### config.mk
export PLATFORM = sky130hd
export DESIGN_NAME = aidc_lite_comp_buffer_flat
export DESIGN_NICKNAME = d
export VERILOG_FILES = /design/src/rtl/aidc_lite_comp_buffer_pkg.sv /design/src/rtl/aidc_lite_comp_buffer_if.sv /design/src/rtl/aidc_lite_comp_buffer_bank.sv /design/src/rtl/aidc_lite_comp_buffer.sv /design/src/flat_wrapper.sv
export SDC_FILE = /design/constraint.sdc
export NUM_CORES = 2
export LEC_CHECK = 0
export BUFFER_PORTS_ARGS = -buffer_cell sky130_fd_sc_hd__buf_4
export CAP_MARGIN = 20
export CORE_AREA = 2 2 391 393
export CTS_BUF_LIST = sky130_fd_sc_hd__clkbuf_8
export CTS_CLUSTER_DIAMETER = 100
export CTS_CLUSTER_SIZE = 28
export DETAILED_ROUTE_END_ITERATION = 16
export DIE_AREA = 0 0 393 395
export GPL_TIMING_DRIVEN = 0
export PLACE_DENSITY = 0.79
export RECOVER_POWER = 25
export SLEW_MARGIN = 20
export SYNTH_ARGS = -nofsm -noshare
export SYNTH_HDL_FRONTEND = slang
export SYNTH_HIERARCHICAL = 1
export SYNTH_SLANG_ARGS = --single-unit
### constraint.sdc
create_clock -name clk -period 3.35 [get_ports clk]
set_input_delay 0.335 -clock clk [delete_from_list [all_inputs] [get_ports clk]]
set_output_delay 0.335 -clock clk [all_outputs]
set_load 0.01 [all_outputs]
### src/rtl/aidc_lite_comp_buffer_pkg.sv
// Shared constants and the bank state encoding for the compressor-side
// block buffer.
package aidc_lite_pkg;

    localparam int AIDC_LITE_BLK_BYTES = 128;
    localparam int AIDC_LITE_DATA_W    = 32;
    localparam int AIDC_LITE_NUM_BANKS = 2;

    typedef enum logic [1:0] {
        BANK_EMPTY,
        BANK_FILLING,
        BANK_FULL
    } bank_state_t;

    // Number of beats that make up one block.
    function automatic int words_per_block(input int blk_bytes, input int data_w);
        return (blk_bytes * 8) / data_w;
    endfunction

endpackage

### src/rtl/aidc_lite_comp_buffer_if.sv
// Engine-side write stream, compressor-side read stream and status of the
// block buffer, bundled so both ends see one port.
interface aidc_lite_comp_buffer_if
    import aidc_lite_pkg::*;
#(
    parameter int DATA_W    = AIDC_LITE_DATA_W,
    parameter int NUM_BANKS = AIDC_LITE_NUM_BANKS
);

    localparam int CNT_W = $clog2(NUM_BANKS) + 1;

    logic              flush_i;
    logic              wr_valid_i;
    logic [DATA_W-1:0] wr_data_i;
    logic              wr_ready_o;
    logic              rd_valid_o;
    logic [DATA_W-1:0] rd_data_o;
    logic              rd_last_o;
    logic              rd_ready_i;
    logic [CNT_W-1:0]  full_cnt_o;
    logic              empty_o;

    modport master (
        output flush_i,
        output wr_valid_i,
        output wr_data_i,
        output rd_ready_i,
        input  wr_ready_o,
        input  rd_valid_o,
        input  rd_data_o,
        input  rd_last_o,
        input  full_cnt_o,
        input  empty_o
    );

    modport slave (
        input  flush_i,
        input  wr_valid_i,
        input  wr_data_i,
        input  rd_ready_i,
        output wr_ready_o,
        output rd_valid_o,
        output rd_data_o,
        output rd_last_o,
        output full_cnt_o,
        output empty_o
    );

endinterface

### src/rtl/aidc_lite_comp_buffer_bank.sv
// One block of storage: a WPB-deep flop array with a clocked write port and
// a zero-latency read port. Contents are deliberately not reset.
module aidc_lite_comp_buffer_bank #(
    parameter int DATA_W = 32,
    parameter int WPB    = 32,
    localparam int AW    = $clog2(WPB)
) (
    input  logic              clk,
    input  logic              wr_en,
    input  logic [AW-1:0]     wr_addr,
    input  logic [DATA_W-1:0] wr_data,
    input  logic [AW-1:0]     rd_addr,
    output logic [DATA_W-1:0] rd_data
);

    logic [DATA_W-1:0] mem [WPB];

    always_ff @(posedge clk) begin
        if (wr_en) begin
            mem[wr_addr] <= wr_data;
        end
    end

    assign rd_data = mem[rd_addr];

endmodule

### src/rtl/aidc_lite_comp_buffer.sv
// Ping-pong block buffer: collects engine beats into whole blocks and only
// presents a block to the compressor once every word of it has arrived.
module aidc_lite_comp_buffer
    import aidc_lite_pkg::*;
#(
    parameter int DATA_W    = AIDC_LITE_DATA_W,
    parameter int BLK_BYTES = AIDC_LITE_BLK_BYTES,
    parameter int NUM_BANKS = AIDC_LITE_NUM_BANKS
) (
    input logic                    clk,
    input logic                    rst,
    aidc_lite_comp_buffer_if.slave bus
);

    localparam int WPB    = words_per_block(BLK_BYTES, DATA_W);
    localparam int PTR_W  = $clog2(WPB);
    localparam int BANK_W = $clog2(NUM_BANKS);
    localparam int CNT_W  = $clog2(NUM_BANKS) + 1;

    localparam logic [PTR_W-1:0] LAST_PTR = PTR_W'(WPB - 1);

    bank_state_t       bank_state     [NUM_BANKS];
    bank_state_t       bank_state_nxt [NUM_BANKS];
    logic [BANK_W-1:0] wr_bank, wr_bank_nxt;
    logic [BANK_W-1:0] rd_bank, rd_bank_nxt;
    logic [PTR_W-1:0]  wr_ptr, wr_ptr_nxt;
    logic [PTR_W-1:0]  rd_ptr, rd_ptr_nxt;
    logic [CNT_W-1:0]  full_cnt, full_cnt_nxt;

    logic              wr_ready;
    logic              rd_valid;
    logic              wr_fire;
    logic              rd_fire;
    logic              wr_done;
    logic              rd_done;
    logic              any_active;
    logic [DATA_W-1:0] bank_rd_data [NUM_BANKS];

    // Handshake qualification; a flush cancels whatever would have moved.
    always_comb begin
        wr_ready = (bank_state[wr_bank] != BANK_FULL);
        rd_valid = (bank_state[rd_bank] == BANK_FULL);
        wr_fire  = bus.wr_valid_i & wr_ready & ~bus.flush_i;
        rd_fire  = rd_valid & bus.rd_ready_i & ~bus.flush_i;
        wr_done  = wr_fire & (wr_ptr == LAST_PTR);
        rd_done  = rd_fire & (rd_ptr == LAST_PTR);
    end

    // Next-state logic. While both sides point at one bank it is either
    // FILLING or FULL, so the write and read updates never hit the same bank.
    always_comb begin
        bank_state_nxt = bank_state;
        wr_bank_nxt    = wr_bank;
        rd_bank_nxt    = rd_bank;
        wr_ptr_nxt     = wr_ptr;
        rd_ptr_nxt     = rd_ptr;
        full_cnt_nxt   = full_cnt;

        if (bus.flush_i) begin
            for (int i = 0; i < NUM_BANKS; i++) begin
                bank_state_nxt[i] = BANK_EMPTY;
            end
            wr_bank_nxt  = '0;
            rd_bank_nxt  = '0;
            wr_ptr_nxt   = '0;
            rd_ptr_nxt   = '0;
            full_cnt_nxt = '0;
        end else begin
            if (wr_fire) begin
                if (wr_done) begin
                    bank_state_nxt[wr_bank] = BANK_FULL;
                    wr_ptr_nxt              = '0;
                    wr_bank_nxt             = wr_bank + BANK_W'(1);
                end else begin
                    bank_state_nxt[wr_bank] = BANK_FILLING;
                    wr_ptr_nxt              = wr_ptr + PTR_W'(1);
                end
            end

            if (rd_fire) begin
                if (rd_done) begin
                    bank_state_nxt[rd_bank] = BANK_EMPTY;
                    rd_ptr_nxt              = '0;
                    rd_bank_nxt             = rd_bank + BANK_W'(1);
                end else begin
                    rd_ptr_nxt              = rd_ptr + PTR_W'(1);
                end
            end

            case ({wr_done, rd_done})
                2'b10:   full_cnt_nxt = full_cnt + CNT_W'(1);
                2'b01:   full_cnt_nxt = full_cnt - CNT_W'(1);
                default: full_cnt_nxt = full_cnt;
            endcase
        end
    end

    always_ff @(posedge clk or posedge rst) begin
        if (rst) begin
            for (int i = 0; i < NUM_BANKS; i++) begin
                bank_state[i] <= BANK_EMPTY;
            end
            wr_bank  <= '0;
            rd_bank  <= '0;
            wr_ptr   <= '0;
            rd_ptr   <= '0;
            full_cnt <= '0;
        end else begin
            bank_state <= bank_state_nxt;
            wr_bank    <= wr_bank_nxt;
            rd_bank    <= rd_bank_nxt;
            wr_ptr     <= wr_ptr_nxt;
            rd_ptr     <= rd_ptr_nxt;
            full_cnt   <= full_cnt_nxt;
        end
    end

    // The buffer counts as empty only with no bank in use and no beat pending.
    always_comb begin
        any_active = 1'b0;
        for (int i = 0; i < NUM_BANKS; i++) begin
            if (bank_state[i] != BANK_EMPTY) begin
                any_active = 1'b1;
            end
        end
    end

    for (genvar b = 0; b < NUM_BANKS; b++) begin : g_bank
        aidc_lite_comp_buffer_bank #(
            .DATA_W (DATA_W),
            .WPB    (WPB)
        ) u_bank (
            .clk     (clk),
            .wr_en   (wr_fire && (wr_bank == BANK_W'(b))),
            .wr_addr (wr_ptr),
            .wr_data (bus.wr_data_i),
            .rd_addr (rd_ptr),
            .rd_data (bank_rd_data[b])
        );
    end

    assign bus.wr_ready_o = wr_ready;
    assign bus.rd_valid_o = rd_valid;
    assign bus.rd_data_o  = bank_rd_data[rd_bank];
    assign bus.rd_last_o  = rd_valid & (rd_ptr == LAST_PTR);
    assign bus.full_cnt_o = full_cnt;
    assign bus.empty_o    = ~any_active & (wr_ptr == '0);

endmodule

### src/flat_wrapper.sv
// flat-port wrapper written by rule: the top's interface ports become plain ports
module aidc_lite_comp_buffer_flat import aidc_lite_pkg::*;
#(
    parameter int DATA_W    = AIDC_LITE_DATA_W,
    parameter int BLK_BYTES = AIDC_LITE_BLK_BYTES,
    parameter int NUM_BANKS = AIDC_LITE_NUM_BANKS
)
  (clk, rst, bus_flush_i, bus_wr_valid_i, bus_wr_data_i, bus_rd_ready_i, bus_wr_ready_o, bus_rd_valid_o, bus_rd_data_o, bus_rd_last_o, bus_full_cnt_o, bus_empty_o);
  aidc_lite_comp_buffer_if #(.DATA_W(DATA_W), .NUM_BANKS(NUM_BANKS)) bus_i ();
  input logic clk;
  input logic rst;
  input wire logic [$bits(bus_i.flush_i)-1:0] bus_flush_i;
  input wire logic [$bits(bus_i.wr_valid_i)-1:0] bus_wr_valid_i;
  input wire logic [$bits(bus_i.wr_data_i)-1:0] bus_wr_data_i;
  input wire logic [$bits(bus_i.rd_ready_i)-1:0] bus_rd_ready_i;
  output wire logic [$bits(bus_i.wr_ready_o)-1:0] bus_wr_ready_o;
  output wire logic [$bits(bus_i.rd_valid_o)-1:0] bus_rd_valid_o;
  output wire logic [$bits(bus_i.rd_data_o)-1:0] bus_rd_data_o;
  output wire logic [$bits(bus_i.rd_last_o)-1:0] bus_rd_last_o;
  output wire logic [$bits(bus_i.full_cnt_o)-1:0] bus_full_cnt_o;
  output wire logic [$bits(bus_i.empty_o)-1:0] bus_empty_o;
  assign bus_i.flush_i = bus_flush_i;
  assign bus_i.wr_valid_i = bus_wr_valid_i;
  assign bus_i.wr_data_i = bus_wr_data_i;
  assign bus_i.rd_ready_i = bus_rd_ready_i;
  assign bus_wr_ready_o = bus_i.wr_ready_o;
  assign bus_rd_valid_o = bus_i.rd_valid_o;
  assign bus_rd_data_o = bus_i.rd_data_o;
  assign bus_rd_last_o = bus_i.rd_last_o;
  assign bus_full_cnt_o = bus_i.full_cnt_o;
  assign bus_empty_o = bus_i.empty_o;
  aidc_lite_comp_buffer #(.DATA_W(DATA_W), .BLK_BYTES(BLK_BYTES), .NUM_BANKS(NUM_BANKS)) u_core (.clk(clk), .rst(rst), .bus(bus_i));
endmodule
==> results.json <==
{
  "final_area_mm2": 0.0917,
  "leakagePower_uw": 0.0270,
  "postRouteAntennaNets": 0,
  "seq_area_frac_synth_pct": 76.3,
  "clock_skew_ps": 40.4,
  "placed_cells": 6773,
  "ys_warn_count": 6,
  "ys.flop_type": "edfxtp_1",
  "synth-adder-area-share_pct": 0.0770,
  "hp-class": "primary input to flop",
  "period_share_pct": 111,
  "finalSetupViolations": 72,
  "drt_iter0_drc": 6403,
  "clk_pin_slew_ps": 150,
  "instances_no_fill": 6957,
  "die_w_um": 393,
  "hpwl_um": 128000,
  "hold_viol": 0,
  "p_per_area_mw_per_mm2": 421,
  "max_cap_violations": 27,
  "worstPathRequired_ps": 3010,
  "final.setup.tns_ps": -10210,
  "async_flop_share_pct": 0.871,
  "h-tree-depth": 3,
  "ys_types": 52,
  "muxShareOfSynthArea_pct": 13.2,
  "area_delta_synth_final_pct": 13.0,
  "syn_inst": 4605,
  "antenna_found_initial": 11,
  "grt_pass1_vias": 42554,
  "routed_wl_um": 206000,
  "r2r-start": "u_core/wr_bank",
  "placed_cell_area_mm2": 0.0864,
  "critPathLaunch": "u_core/rd_ptr[3]",
  "clk_latency_ps": 860,
  "relSlewSlack_pct": -144,
  "avgRoutedWirePerCell_um": 29.6,
  "clockBufferDepth": 3,
  "portBuffers": 74,
  "vias": 44507,
  "cp-end-kind": "output port",
  "worstMarginPinSlew_ps": 3650,
  "start_util_pct": 53.7,
  "critPathKind": "flop to output port",
  "synth_top_family_by_area": "multiplexers",
  "grt_max_degree": 65,
  "nets": 4938,
  "whs_ps": 112,
  "syn-cell-area_mm2": 0.0812,
  "fin_util_pct": 60.7,
  "io_pins": 75,
  "gp_congestion": 0.909,
  "syn_nets": 4647,
  "grt_pass1_wl_um": 287000,
  "synth_xor_area_share_pct": 0.0493,
  "violations": "capacitance limit, slew limit, setup timing",
  "ir_worst_vdd_v": 0.000318,
  "die-area_mm2": 0.155,
  "hold_path.startpoint": "bus_wr_data_i[22]",
  "worstPathArrival_ps": 3380,
  "cp_max_fo": 11,
  "synth_edf_count": 2048,
  "outcome": "complete, but fails checks",
  "core_area_mm2": 0.151,
  "die_y_um": 395,
  "cts_root_buf": "clkbuf_8",
  "finalMaxSlewViolations": 1760,
  "synth_compound_area_share_pct": 4.98,
  "layout_setup_ws_ps": -370,
  "ys_ff_latch": 2066,
  "rows": 143,
  "cts_buffers": 83,
  "overflow": 0,
  "grt_use_total_pct": 25.5,
  "cts_tree": "built",
  "postSynthAreaPerCell_um2": 17.6,
  "clock-sinks": 2066,
  "nFillCells": 10153,
  "start_kind": "flop",
  "min_period_ps": 3720,
  "yosys.area_share.simple_pct": 3.51,
  "drt-pass1-iter-count": 5,
  "drive_gt1_share_pct": 18.0,
  "drcViolationCount": 0,
  "rsz0062_at_grt": "true",
  "fmax_ghz": 0.269,
  "viasPerCell": 6.40
}
[power by group]
group | switching (µW) | internal [µW]
logic | 698 | 149
clock network | 6870 | 2440
registers | 20.0 | 28500
total | 7590 | 31100
[cell usage in the layout (no fill, tap or decap), types with 6 or more instances in the layout]
master       n
buf_8       30
a31oi_2     17
diode_2      9
or3b_2       6
a22o_4       7
nand3_1    118
nor2_4      66
clkbuf_8   105
buf_12      69
nor2_1      13
nand3b_1    14
a31oi_4     43
buf_16      43
clkbuf_4    29
a22oi_1    188
clkbuf_2    34
mux2_4      30
mux2i_2     29
a22o_1     121
nor3_2      56
a31oi_1      6
nor3_4       9
buf_4      119
nand2_1    203
buf_2       14
clkbuf_1    35
nand3_4     29
edfxtp_1  2048
nand3_2     54
inv_1       23
buf_6       67
mux2i_1   1000
a21oi_1    199
dfrtp_1     13
[stage by stage]
step	total power [µW]	setup WS [ps]
after detailed placement	29800	-433
after floorplan	29100	-154
after global placement	29700	-1530
after global routing	39500	-376
final	38700	-370
after CTS	38600	-318
[worst paths after layout]
check	to	slack, ps	depth (start not counted)
min reg2reg	u_core/bus.full_cnt_o[1]	680	2
max	bus_rd_data_o[7]	-370	7
min in group asynchronous	u_core/rd_ptr[0]	160	3
max in group asynchronous	u_core/rd_ptr[4]	2650	3
min	u_core/g_bank[0].u_bank/mem[27][22]	110	1
max reg2reg	u_core/g_bank[0].u_bank/mem[16][27]	-40	6
[registers in the layout, summed over array words and instances (netlist names)]
register / count
u_core/wr_ptr: 5
u_core/wr_bank: 1
u_core/rd_ptr: 5
u_core/bank_state: 4
u_core/bus.full_cnt_o: 2
u_core/g_bank.u_bank/mem: 2048
u_core/rd_bank: 1
[timing repair]
| item | CTS | global route |
|---|---|---|
| setup endpoints to repair | 536 | 224 |
| pin swaps | 52 | 51 |
| buffers inserted | 38 | 22 |
| gates cloned | 0 | 4 |
| gates resized for setup | 611 | 167 |
| hold buffers | 5 | 0 |
| endpoints found under the hold margin | 31 | 0 |
[cells by family (layout without fill, tap and decap cells)]
| logic type | count (synthesis) | count (layout) |
|---|---|---|
| flops | 2066 | 2066 |
| mux | 1063 | 1063 |
| simple gates | 607 | 607 |
| compound gates | 594 | 594 |
| buf+inv | 267 | 580 |
| fa+ha+maj | 5 | 5 |
| xor+xnor | 3 | 3 |
| other cells | 0 | 9 |
[cell type report]
type                       count  area, µm²  area share (%)
sequential                  2066      62000            67.6
multi-input combinational   2272      20300            22.1
timing repair buffer         208       2920            3.19
buffer                       259       2710            2.95
tap                         2030       2540            2.77
clock buffer                  89       1220            1.34
clock inverter                18       72.6          0.0791
inverter                       6       22.5          0.0246
antenna                        9       22.5          0.0246
[cell usage after synthesis, types with 55 or more instances]
cell	number	area [µm²]
a21oi_1	199	996
a22o_1	128	1120
a22oi_1	193	1450
a31oi_1	66	413
buf_2	55	275
buf_4	66	495
clkbuf_1	92	345
edfxtp_1	2048	61500
mux2i_1	1030	10300
nand2_1	203	762
nand3_1	200	1000
nor2_1	79	297
nor3_1	66	330
[layer usage]
layer	wire (µm)	track usage, %	vias up
met4	6820	8.67	6
met5	37	0	-
li1	-	-	18699
met1	78800	35.9	22787
met2	97500	40.4	2703
met3	22800	4.58	312
[critical path: stages, from the launching register on]
cell and delay (ps):
dfrtp_4 640, nand2b_1 370, clkbuf_2 340, a21oi_1 90
a31oi_2 310, nand3_2 230, mux2_4 360, buf_4 160
Note: power is estimated with default switching activity, not from simulation.
